==> config.mk <==
export PLATFORM = sky130hd
export DESIGN_NAME = vending_machine_multi_flat
export DESIGN_NICKNAME = d
export VERILOG_FILES = /design/src/rtl/vending_machine_multi_if.sv /design/src/rtl/vending_machine_multi.sv /design/src/flat_wrapper.sv
export SDC_FILE = /design/constraint.sdc
export NUM_CORES = 1
export LEC_CHECK = 0
export BUFFER_PORTS_ARGS = -buffer_cell sky130_fd_sc_hd__buf_2
export CAP_MARGIN = 20
export CORE_UTILIZATION = 45
export CTS_BUF_LIST = sky130_fd_sc_hd__clkbuf_4 sky130_fd_sc_hd__clkbuf_8
export CTS_CLUSTER_DIAMETER = 60
export CTS_CLUSTER_SIZE = 10
export DETAILED_ROUTE_END_ITERATION = 8
export GPL_ROUTABILITY_DRIVEN = 1
export PLACE_DENSITY = 0.78
export SYNTH_ARGS = -nofsm -noshare
export SYNTH_HDL_FRONTEND = slang
export SYNTH_SLANG_ARGS = --single-unit
==> constraint.sdc <==
create_clock -name clk -period 3 [get_ports clk]
set_input_delay 0.6 -clock clk [delete_from_list [all_inputs] [get_ports clk]]
set_output_delay 0.6 -clock clk [all_outputs]
set_load 0.02 [all_outputs]
==> src/rtl/vending_machine_multi_if.sv <==
// Handshake and status bundle of the multi-product vending controller.
// master: coin acceptor / dispenser / hopper side; slave: the controller.
interface vending_machine_multi_if #(
    parameter int CREDIT_W = 8,
    parameter int N_PROD   = 4,
    parameter int SEL_W    = 2
);
    logic                coin_valid;
    logic [CREDIT_W-1:0] coin_val;
    logic                coin_reject;
    logic                sel_valid;
    logic [SEL_W-1:0]    sel_id;
    logic                sel_err;
    logic                cancel;
    logic                prod_valid;
    logic [SEL_W-1:0]    prod_id;
    logic                prod_ready;
    logic                change_valid;
    logic [CREDIT_W-1:0] change_amt;
    logic                change_ready;
    logic [CREDIT_W-1:0] credit;
    logic                busy;
    logic                restock;
    logic [N_PROD-1:0]   sold_out;

    modport master (
        output coin_valid, coin_val, sel_valid, sel_id, cancel,
        output prod_ready, change_ready, restock,
        input  coin_reject, sel_err, prod_valid, prod_id,
        input  change_valid, change_amt, credit, busy, sold_out
    );

    modport slave (
        input  coin_valid, coin_val, sel_valid, sel_id, cancel,
        input  prod_ready, change_ready, restock,
        output coin_reject, sel_err, prod_valid, prod_id,
        output change_valid, change_amt, credit, busy, sold_out
    );
endinterface

==> src/rtl/vending_machine_multi.sv <==
// Multi-product vending controller with credit accumulator and change return.
// Optional per-product stock counters are enabled with `define INVENTORY_EN.
module vending_machine_multi #(
    parameter int CREDIT_W = 8,
    parameter int N_PROD   = 4,
    parameter int SEL_W    = 2,
    parameter logic [N_PROD*CREDIT_W-1:0] PRICE_LIST =
        {8'd15, 8'd10, 8'd5, 8'd3},
    parameter int MAX_CREDIT = 50,
    parameter int STOCK_W    = 4,
    parameter int STOCK_INIT = 8
) (
    input logic clk,
    input logic rst,
    vending_machine_multi_if.slave bus
);

    typedef enum logic [1:0] {
        IDLE    = 2'd0,
        COLLECT = 2'd1,
        VEND    = 2'd2,
        CHANGE  = 2'd3
    } state_t;

    state_t              state_q, state_d;
    logic [CREDIT_W-1:0] credit_q, credit_d;
    logic [SEL_W-1:0]    pid_q, pid_d;
    logic                rej_q, rej_d;
    logic                err_q, err_d;
    logic                vend_done;

    logic [CREDIT_W-1:0] price_sel;
    logic                id_ok;
    logic                in_stock;
    logic [CREDIT_W:0]   coin_sum;
    logic                coin_ok;
    logic                sel_ok;

    // Price of the requested product; id_ok flags an existing product
    always_comb begin
        price_sel = '0;
        id_ok     = 1'b0;
        for (int i = 0; i < N_PROD; i++) begin
            if (bus.sel_id == SEL_W'(i)) begin
                price_sel = PRICE_LIST[i*CREDIT_W +: CREDIT_W];
                id_ok     = 1'b1;
            end
        end
    end

    assign coin_sum = {1'b0, credit_q} + {1'b0, bus.coin_val};
    assign coin_ok  = (bus.coin_val != '0) &&
                      (coin_sum <= (CREDIT_W+1)'(MAX_CREDIT));
    assign sel_ok   = id_ok && (credit_q >= price_sel) && in_stock;

`ifdef INVENTORY_EN
    logic [STOCK_W-1:0] stock_q [N_PROD];

    // Stock of the requested product is non-zero
    always_comb begin
        in_stock = 1'b0;
        for (int i = 0; i < N_PROD; i++) begin
            if (bus.sel_id == SEL_W'(i)) in_stock = (stock_q[i] != '0);
        end
    end

    // Stock counters: restock reload beats a dispense decrement
    always_ff @(posedge clk or negedge rst) begin
        if (!rst) begin
            for (int i = 0; i < N_PROD; i++)
                stock_q[i] <= STOCK_W'(STOCK_INIT);
        end else if (bus.restock) begin
            for (int i = 0; i < N_PROD; i++)
                stock_q[i] <= STOCK_W'(STOCK_INIT);
        end else begin
            for (int i = 0; i < N_PROD; i++) begin
                if (vend_done && pid_q == SEL_W'(i) && stock_q[i] != '0)
                    stock_q[i] <= stock_q[i] - STOCK_W'(1);
            end
        end
    end

    // Sold-out flags straight from the counters
    always_comb begin
        bus.sold_out = '0;
        for (int i = 0; i < N_PROD; i++)
            bus.sold_out[i] = (stock_q[i] == '0);
    end
`else
    logic unused_restock;
    assign unused_restock = bus.restock;
    assign in_stock       = 1'b1;
    assign bus.sold_out   = '0;
`endif

    // State, credit and pulse registers
    always_ff @(posedge clk or negedge rst) begin
        if (!rst) begin
            state_q  <= IDLE;
            credit_q <= '0;
            pid_q    <= '0;
            rej_q    <= 1'b0;
            err_q    <= 1'b0;
        end else begin
            state_q  <= state_d;
            credit_q <= credit_d;
            pid_q    <= pid_d;
            rej_q    <= rej_d;
            err_q    <= err_d;
        end
    end

    // Next state: cancel > select > coin while taking money
    always_comb begin
        state_d   = state_q;
        credit_d  = credit_q;
        pid_d     = pid_q;
        rej_d     = 1'b0;
        err_d     = 1'b0;
        vend_done = 1'b0;
        unique case (state_q)
            IDLE, COLLECT: begin
                if (bus.cancel && state_q == COLLECT) begin
                    state_d = CHANGE;
                    rej_d   = bus.coin_valid;
                end else if (bus.sel_valid) begin
                    rej_d = bus.coin_valid;
                    if (sel_ok) begin
                        credit_d = credit_q - price_sel;
                        pid_d    = bus.sel_id;
                        state_d  = VEND;
                    end else begin
                        err_d = 1'b1;
                    end
                end else if (bus.coin_valid) begin
                    if (coin_ok) begin
                        credit_d = coin_sum[CREDIT_W-1:0];
                        state_d  = COLLECT;
                    end else begin
                        rej_d = 1'b1;
                    end
                end
            end
            VEND: begin
                rej_d = bus.coin_valid;
                if (bus.prod_ready) begin
                    vend_done = 1'b1;
                    state_d   = (credit_q != '0) ? CHANGE : IDLE;
                end
            end
            CHANGE: begin
                rej_d = bus.coin_valid;
                if (bus.change_ready) begin
                    credit_d = '0;
                    state_d  = IDLE;
                end
            end
            default: state_d = IDLE;
        endcase
    end

    // Outputs decoded from the registered state
    always_comb begin
        bus.prod_valid   = (state_q == VEND);
        bus.prod_id      = (state_q == VEND) ? pid_q : '0;
        bus.change_valid = (state_q == CHANGE);
        bus.change_amt   = (state_q == CHANGE) ? credit_q : '0;
        bus.busy         = (state_q == VEND) || (state_q == CHANGE);
        bus.credit       = credit_q;
        bus.coin_reject  = rej_q;
        bus.sel_err      = err_q;
    end

endmodule

==> src/flat_wrapper.sv <==
// flat-port wrapper written by rule: the top's interface ports become plain ports
module vending_machine_multi_flat 
#(
    parameter int CREDIT_W = 8,
    parameter int N_PROD   = 4,
    parameter int SEL_W    = 2,
    parameter logic [N_PROD*CREDIT_W-1:0] PRICE_LIST =
        {8'd15, 8'd10, 8'd5, 8'd3},
    parameter int MAX_CREDIT = 50,
    parameter int STOCK_W    = 4,
    parameter int STOCK_INIT = 8
)
  (clk, rst, bus_coin_valid, bus_coin_val, bus_sel_valid, bus_sel_id, bus_cancel, bus_prod_ready, bus_change_ready, bus_restock, bus_coin_reject, bus_sel_err, bus_prod_valid, bus_prod_id, bus_change_valid, bus_change_amt, bus_credit, bus_busy, bus_sold_out);
  vending_machine_multi_if #(.CREDIT_W(CREDIT_W), .N_PROD(N_PROD), .SEL_W(SEL_W)) bus_i ();
  input logic clk;
  input logic rst;
  input wire logic [$bits(bus_i.coin_valid)-1:0] bus_coin_valid;
  input wire logic [$bits(bus_i.coin_val)-1:0] bus_coin_val;
  input wire logic [$bits(bus_i.sel_valid)-1:0] bus_sel_valid;
  input wire logic [$bits(bus_i.sel_id)-1:0] bus_sel_id;
  input wire logic [$bits(bus_i.cancel)-1:0] bus_cancel;
  input wire logic [$bits(bus_i.prod_ready)-1:0] bus_prod_ready;
  input wire logic [$bits(bus_i.change_ready)-1:0] bus_change_ready;
  input wire logic [$bits(bus_i.restock)-1:0] bus_restock;
  output wire logic [$bits(bus_i.coin_reject)-1:0] bus_coin_reject;
  output wire logic [$bits(bus_i.sel_err)-1:0] bus_sel_err;
  output wire logic [$bits(bus_i.prod_valid)-1:0] bus_prod_valid;
  output wire logic [$bits(bus_i.prod_id)-1:0] bus_prod_id;
  output wire logic [$bits(bus_i.change_valid)-1:0] bus_change_valid;
  output wire logic [$bits(bus_i.change_amt)-1:0] bus_change_amt;
  output wire logic [$bits(bus_i.credit)-1:0] bus_credit;
  output wire logic [$bits(bus_i.busy)-1:0] bus_busy;
  output wire logic [$bits(bus_i.sold_out)-1:0] bus_sold_out;
  assign bus_i.coin_valid = bus_coin_valid;
  assign bus_i.coin_val = bus_coin_val;
  assign bus_i.sel_valid = bus_sel_valid;
  assign bus_i.sel_id = bus_sel_id;
  assign bus_i.cancel = bus_cancel;
  assign bus_i.prod_ready = bus_prod_ready;
  assign bus_i.change_ready = bus_change_ready;
  assign bus_i.restock = bus_restock;
  assign bus_coin_reject = bus_i.coin_reject;
  assign bus_sel_err = bus_i.sel_err;
  assign bus_prod_valid = bus_i.prod_valid;
  assign bus_prod_id = bus_i.prod_id;
  assign bus_change_valid = bus_i.change_valid;
  assign bus_change_amt = bus_i.change_amt;
  assign bus_credit = bus_i.credit;
  assign bus_busy = bus_i.busy;
  assign bus_sold_out = bus_i.sold_out;
  vending_machine_multi #(.CREDIT_W(CREDIT_W), .N_PROD(N_PROD), .SEL_W(SEL_W), .PRICE_LIST(PRICE_LIST), .MAX_CREDIT(MAX_CREDIT), .STOCK_W(STOCK_W), .STOCK_INIT(STOCK_INIT)) u_core (.clk(clk), .rst(rst), .bus(bus_i));
endmodule
# Yosys cells after proc, flatten, opt, wreduce, memory -nomap -nowiden
# Index checks and enable logic that the tools add are counted.
# op_classes
n_mux	35
eq_ne	15
reduce_logical	14
order_cmp	2
n_addsub	2
bitwise_logic	1
# op_table
cell	n
8-bit 2-to-1 mux	10
2-bit 2-to-1 mux	10
8-bit one-hot mux with 2 select lines	1
8-bit nonzero test	2
1-bit 2-to-1 mux	12
8-bit by 8-bit adder with 9-bit output	1
9-bit by 6-bit less-or-equal comparator with 1-bit output, second input constant	1
2-bit == test, second input constant	4
8-bit greater-or-equal comparator	1
4-bit by 2-bit inequality test with 1-bit output, second input constant	2
8-bit subtractor	1
2-bit inequality test, second input constant	3
3-bit by 2-bit inequality test with 1-bit output, second input constant	2
2-bit one-hot mux with 3 select lines	1
6-bit AND reduction	1
5-bit AND reduction	1
2-bit by 1-bit == test with 1-bit output, second input constant	2
2-bit zero test	2
4-bit by 3-bit inequality test with 1-bit output, second input constant	1
4-bit AND reduction	1
2-bit OR reduction	2
1-bit logical AND	3
3-bit inequality test, second input constant	1
1-bit one-hot mux with 2 select lines	1
other kinds (3)	3
# word_totals
regBits	14

# Longest topological paths before layout
# Gate-level depths: netlist of run 1.
# logic_depth
ltp_word	11
mapped_depth	11
ltp_nobuf	11

# Worst setup path after synthesis of run 1
# Ideal clock, no wire load.
# synth_path
kind	in2reg
start	input bus_sel_id[0]
end	register u_core.credit_q[2] (netlist: u_core.bus.credit[2])
slack_ps	15
stages	11
arrival_time_ps	2860
path_cell_list	inv_1 -> nand2_1 -> ha_1 -> inv_1 -> fa_1 -> a21o_1 -> a2111o_2 -> nor2_1 -> a21oi_1 -> a41oi_4 -> mux2_2
# synth_via
elab_chain_len	10
word_cells_on_any_way	21
classes_between	add/sub: 1; order compare: 1; eq/ne: 4; mux: 12; reduce/logical: 3
# synth_lines
element	line_no	source
start, declared	flat_wrapper.sv:20	input wire logic [$bits(bus_i.sel_id)-1:0] bus_sel_id;
2-bit zero test	vending_machine_multi.sv:44	if (bus.sel_id == SEL_W'(i)) begin
2-bit 2-to-1 mux	vending_machine_multi.sv:44	
8-bit 2-to-1 mux (3 in series)	vending_machine_multi.sv:44	
8-bit subtractor	vending_machine_multi.sv:129	credit_d = credit_q - price_sel;
8-bit 2-to-1 mux	vending_machine_multi.sv:128	if (sel_ok) begin
8-bit 2-to-1 mux	vending_machine_multi.sv:126	end else if (bus.sel_valid) begin
8-bit 2-to-1 mux	vending_machine_multi.sv:123	if (bus.cancel && state_q == COLLECT) begin
8-bit one-hot mux with 2 select lines	vending_machine_multi.sv:121	unique case (state_q)
end signal, assigned	vending_machine_multi.sv:106	credit_q <= credit_d;
end, declared	vending_machine_multi.sv:26	logic [CREDIT_W-1:0] credit_q, credit_d;
# Parallel ways exist; a longest one is shown, timed or not. The select of a mux whose other input is x is not followed.
# A chain may end at the register's enable or synchronous reset.

# Final worst setup path of run 1
# layout_path
start	register u_core.credit_q[0] (netlist: u_core.bus.credit[0])
end	register u_core.credit_q[6] (netlist: u_core.bus.credit[6])
# layout_via
elab_chain_len	6
word_cells_on_any_way	15
classes_between	add/sub: 2; order compare: 2; eq/ne: 2; mux: 6; reduce/logical: 3
# layout_lines
element
parallel branches: the longest is 6 deep, another holds 8-bit by 8-bit adder with 9-bit output
# Several ways; the timed one is not identified. The select of a mux whose other input is x is not followed.

==> flow_summary.ini, run 1 <==
[status]
status = finished, final reports clean

[clock_tree]
numCtsBuffers = 3
holdBufCountCts = 0
cts_buffer_depth = 2
clock-sinks = 14
htreeDepth = 1
root_buffer = clkbuf_4
postCtsSetupRepairBufs = 0
cts_tree = built
cts-resized-gates = 0
clk_pin_slew_ns = 0.10
clock_latency_ns = 0.29

[placement]
dp_hpwl_mm = 2.83
io_buffers = 39
dpl_worst_slack_ns = -0.128
gp_congestion = 0.844
placed_area_mm2 = 0.00181

[sta]
relSlewSlack_pct = 67.9
hold_slack_ns = 0.181
fin_crit_sh_pct = 95.9
setup_slack_ns = 0.122
drv_slew = 0
finClkSkew_ns = 0.00461
setup_violations = 0
finalSetupTns_ns = 0
period_minus_slack_ns = 2.88
rsz0062_at_grt = false
final-hold-violation-count = 0
fmax_mhz = 347
tightest_slew_ns = 0.470

[final_layout]
fillers = 317
post-route-cell-area_mm2 = 0.00185
syn2layout_area_growth_pct = 20.0
diodes = 0
final_nets = 263
regArea_um2 = 350
multi_input_area_mm2 = 0.00110
layout-drive-gt1-share_pct = 27.0

[critical_path]
cp-start-kind = register
r2r_cells = 10
path_cells = inv_1 -> ha_1 -> inv_1 -> fa_1 -> a21o_1 -> a2111o_2 -> a21oi_2 -> a21oi_1 -> a41oi_4 -> mux2_2
path_class = register to register
crit_fanout = 6
critPathSlowestCell = a2111o_2
crit_required_ns = 3.19
cp-end-kind = register
r2r_end = u_core.bus.credit[6]
cp_data_arrival_time_ns = 3.06
critPathMostFrequentCell = inv_1
reg2reg_from = u_core.bus.credit[0]
r2r_setup_slack_ns = 0.12
worst_path_largest_cell_delay_ns = 0.51
cp-startpoint = u_core.bus.credit[0]

[global_routing]
grt_max_degree = 20
grt_pass1_vias = 1358
overflow = 0
grt_pass1_wl_mm = 5.86
grtUsageTotal_pct = 21.3
antenna_found_initial = 0

[yosys]
synth-async-reset-ratio_pct = 100
synth_edf_count = 0
netlist_instances = 186
synth_warnings = 0
synth_seq_cells = 14
avgSynthCellArea_um2 = 8.29
yosysSeqAreaShare_pct = 22.7
yosysUniqueCellTypes = 46
synth_area_mm2 = 0.00154
ys.flop_type = dfrtp_1

[detailed_routing]
wl_per_cell_um = 13.2
wl_met3_um = 133
viasPerCell = 5.52
highest_layer = met4
met1_length_mm = 1.78
vias = 1513
dr_wl_met2_mm = 1.67
antenna_left = 0
dr.pass1.iters = 4
drc = 0
first_iter_violations = 53
drt-total-wl_mm = 3.63

[power_and_ir_drop]
leakagePower_nw = 0.919
peakVddDrop_mv = 0.565
p_per_area_mw_per_mm2 = 1190
sw_frac_of_total_pct = 50.4
p_comb_share_pct = 73.1
total_power_w = 0.00220
power.internal_w = 0.00109
p_switching_w = 0.00111
p_seq_share_pct = 20.2
p_clk_share_pct = 6.7

[flow_run]
maxCapViolCount = 0

[floorplanning]
die_x_um = 60.5
dieHeight_um = 60.5
io_pins = 45
start_util_pct = 48.9
coreArea_mm2 = 0.00315
dieArea_mm2 = 0.00366
rows = 20

[min_path]
holdCritPathClass = primary input to async pin
==> power groups by stage <==
stage	clock network [W]	registers, W	logic [W]
after floorplan	0	0.000436	0.00117
after global placement	0	0.000443	0.00157
after detailed placement	0	0.000448	0.00160
after CTS	0.000149	0.000443	0.00161
after global routing	0.000159	0.000466	0.00178
final	0.000148	0.000444	0.00161
==> cell usage after synthesis (4+ instances only) <==
library cell | number | share of area (%)
mux2_2 | 7 | 5.1
nand2_1 | 15 | 3.7
a21oi_1 | 8 | 2.6
buf_4 | 4 | 1.9
inv_1 | 13 | 3.2
xnor2_1 | 7 | 4.0
o21a_1 | 5 | 2.4
mux2i_1 | 7 | 4.5
nor2_1 | 17 | 4.1
o21ai_0 | 9 | 2.9
nand3_1 | 4 | 1.3
ha_1 | 12 | 9.7
dfrtp_1 | 14 | 23
clkbuf_1 | 7 | 1.7
and3_1 | 5 | 2.0
a211oi_1 | 7 | 3.4
==> worst max-delay path: cells and delay by family (launching register included) <==
kind                     cells  cell delay [ns]
AO/OA/AOI/OAI                5             1.24
adder cells (fa/ha/maj)      2             0.56
flip-flops                   1             0.43
multiplexers                 1             0.37
buffers and inverters        2             0.17
==> cells by family after synthesis <==
kind of cell	Yosys count	share of synthesized area, %
AND/OR/NAND/NOR	64	21.3
AO/OA/AOI/OAI	46	21.8
buffers and inverters	24	6.82
adder cells (fa/ha/maj)	14	12.3
multiplexers	14	9.66
flip-flops	14	22.7
XOR/XNOR	9	5.11
other	1	0.243
==> how the worst max path moves through the flow <==
stage	slack [ns]	depth (start not counted)	end
after floorplan	0.02	11	u_core.bus.credit[2]
after global placement	-0.11	12	u_core.bus.credit[6]
after detailed placement	-0.13	12	u_core.bus.credit[6]
after CTS	0.13	10	u_core.bus.credit[2]
after global routing	0.02	11	u_core.bus.credit[1]
final	0.12	10	u_core.bus.credit[6]
==> through the flow <==
step	cells	util, %
2_1_floorplan	189	-
3_3_place_gp	270	57.5
3_5_place_dp	270	57.5
4_1_cts	274	58.7
5_1_grt	274	58.7
6_report	274	58.7
==> sequential cells by signal, indices dropped and copies added, names as in the netlist <==
name,cells
u_core.bus.credit,8
u_core.bus.sel_err,1
u_core.bus.coin_reject,1
u_core.state_q,2
u_core.pid_q,2
==> placed cells by master (no fill, tap or decap), drive strengths merged, types with 9 or more instances in the layout <==
master,Yosys,routed
a21oi,9,9
buf,4,48
dfrtp,14,14
ha,12,12
inv,13,13
nand2,15,15
nor2,17,17
o21ai,9,9
==> metal layers <==
| layer | global-route usage [%] | vias up |
|---|---|---|
| met5 | 0 | - |
| met4 | 7.14 | 0 |
| met3 | 1.28 | 5 |
| met2 | 36.3 | 53 |
| met1 | 28.7 | 696 |
| li1 | - | 759 |
==> layout make-up <==
cell class                      instances  share of cell area [%]
Clock buffer                            4                    1.96
Inverter                               13                    2.64
Multi-Input combinational cell        151                    59.3
Sequential cell                        14                    18.9
Tap cell                               44                    2.97
Timing Repair Buffer                   48                    14.2
No activity file was read; power rests on OpenSTA's default activity.
==> inputs of run 2 (changes only) <==
Settings changed: CORE_MARGIN set to 2, SETUP_SLACK_MARGIN set to 0.15.
==> flow_summary.ini, run 2 (synthesized netlist as in run 1, its figures left out) <==
[detailed_routing]
vias = 1500
viasPerCell = 5.32
wl_per_cell_um = 13.0
first_iter_violations = 77
dr.pass1.iters = 6
drt-total-wl_mm = 3.67
antenna_left = 0
drc = 0

[global_routing]
grtUsageTotal_pct = 19.7
grt_pass1_wl_mm = 6.26
grt_max_degree = 20
grt_pass1_vias = 1390
antenna_found_initial = 0
overflow = 0

[final_layout]
layout_common_cells = buf_2 (39), nor2_1 (16), buf_4 (15)
layout-drive-gt1-share_pct = 33.9
final_common_cell = buf_2
largest_register_ffs = 8
regArea_um2 = 354
post-route-cell-area_mm2 = 0.00196
multi_input_area_mm2 = 0.00115
syn2layout_area_growth_pct = 27.1
diodes = 0
fillers = 315
final_nets = 270
post-route-util_pct = 59.2

[min_path]
holdCritPathClass = primary input to async pin

[power_and_ir_drop]
leakagePower_nw = 0.968
peakVddDrop_mv = 0.577
p_per_area_mw_per_mm2 = 1200

[placement]
placed_area_mm2 = 0.00188
io_buffers = 39
dp_hpwl_mm = 2.89
gp_congestion = 0.826

[clock_tree]
clk_pin_slew_ns = 0.07
holdBufCountCts = 0
cts_tree = built
clock_latency_ns = 0.28
numCtsBuffers = 3
clock-sinks = 14
root_buffer = clkbuf_4
htreeDepth = 1
cts_buffer_depth = 2

[sta]
hold_slack_ns = 0.206
fmax_mhz = 360
drv_slew = 0
setup_violations = 0
finClkSkew_ns = 0.000924
period_minus_slack_ns = 2.78
rsz0062_at_grt = false
finalSetupTns_ns = 0
fin_crit_sh_pct = 92.6
final-hold-violation-count = 0

[floorplanning]
rows = 21
die_x_um = 62.5
dieArea_mm2 = 0.00391
start_util_pct = 46.6
coreArea_mm2 = 0.00331
dieHeight_um = 62.5
io_pins = 45

[critical_path]
r2r_setup_slack_ns = 0.22
cp_data_arrival_time_ns = 2.95
path_class = register to register
reg2reg_from = u_core.bus.credit[0]
cp-end-kind = register
crit_fanout = 4
cp-start-kind = register
crit_required_ns = 3.17
r2r_cells = 11
r2r_end = u_core.bus.credit[2]

[status]
status = finished, final reports clean

[flow_run]
maxCapViolCount = 0
==> run 2: changes by cell type in the layout (fill, tap and decap cells not counted), sizes merged <==
cell / previous run / this run
buf: 48 / 55
clkbuf: 4 / 3
==> run 2: layer usage <==
| layer | vias up | routed length [um] | track usage [%] |
|---|---|---|---|
| li1 | 771 | - | - |
| met1 | 688 | 1790 | 25.9 |
| met2 | 36 | 1690 | 32.9 |
| met3 | 5 | 136 | 2.16 |
| met4 | 0 | 63 | 7.78 |
| met5 | - | 0 | 0 |
==> run 2: cell type report <==
type                            instances  share of cell area [%]
Multi-Input combinational cell        151                    58.5
Sequential cell                        14                    18.1
Timing Repair Buffer                   55                    16.7
Tap cell                               46                    2.94
Inverter                               13                    2.62
Clock buffer                            3                    1.15
==> run 2: how the worst max path moves through the flow <==
| stage | startpoint | to | slack, ns | cells past startpoint |
|---|---|---|---|---|
| global route | u_core.bus.credit[0] | u_core.bus.credit[2] | 0.13 | 11 |
| detailed placement | bus_sel_id[0] | u_core.bus.credit[0] | -0.02 | 13 |
| finish | u_core.bus.credit[0] | u_core.bus.credit[2] | 0.22 | 11 |
| CTS | u_core.bus.credit[0] | u_core.bus.credit[1] | 0.18 | 11 |
| global placement | bus_sel_id[0] | u_core.bus.credit[2] | 0.02 | 12 |
| floorplan | bus_sel_id[0] | u_core.bus.credit[2] | 0.15 | 11 |
==> run 2: what timing repair did <==
item                                    CTS  global route
setup buffers                             0             5
gates resized for setup                   0             8
endpoints found under the setup margin    0             8
==> run 2: report_power, final <==
| part | internal (W) | leakage (nW) | total (W) | switching [W] |
|---|---|---|---|---|
| Clock | 0.0000466 | 0.0138 | 0.000103 | 0.0000563 |
| Combinational | 0.000889 | 0.787 | 0.00182 | 0.000926 |
| Sequential | 0.000282 | 0.167 | 0.000441 | 0.000159 |
==> run 2: critical path, stage by stage, from the launching register on <==
cell and delay (ns):
dfrtp_2 0.44, inv_2 0.10, ha_4 0.14, inv_2 0.03
fa_2 0.35, a21o_1 0.18, a2111o_2 0.46, a21oi_2 0.14
a21oi_1 0.09, a41oi_4 0.29, buf_4 0.17, mux2_4 0.28
==> run 2: through the flow <==
| step | instances | total power (W) | setup slack, ns |
|---|---|---|---|
| 2_1_floorplan | 189 | 0.00168 | 0.154 |
| 3_3_place_gp | 274 | 0.00211 | 0.0170 |
| 3_5_place_dp | 274 | 0.00214 | -0.0244 |
| 4_1_cts | 277 | 0.00226 | 0.184 |
| 5_1_grt | 282 | 0.00258 | 0.129 |
| 6_report | 282 | 0.00236 | 0.221 |
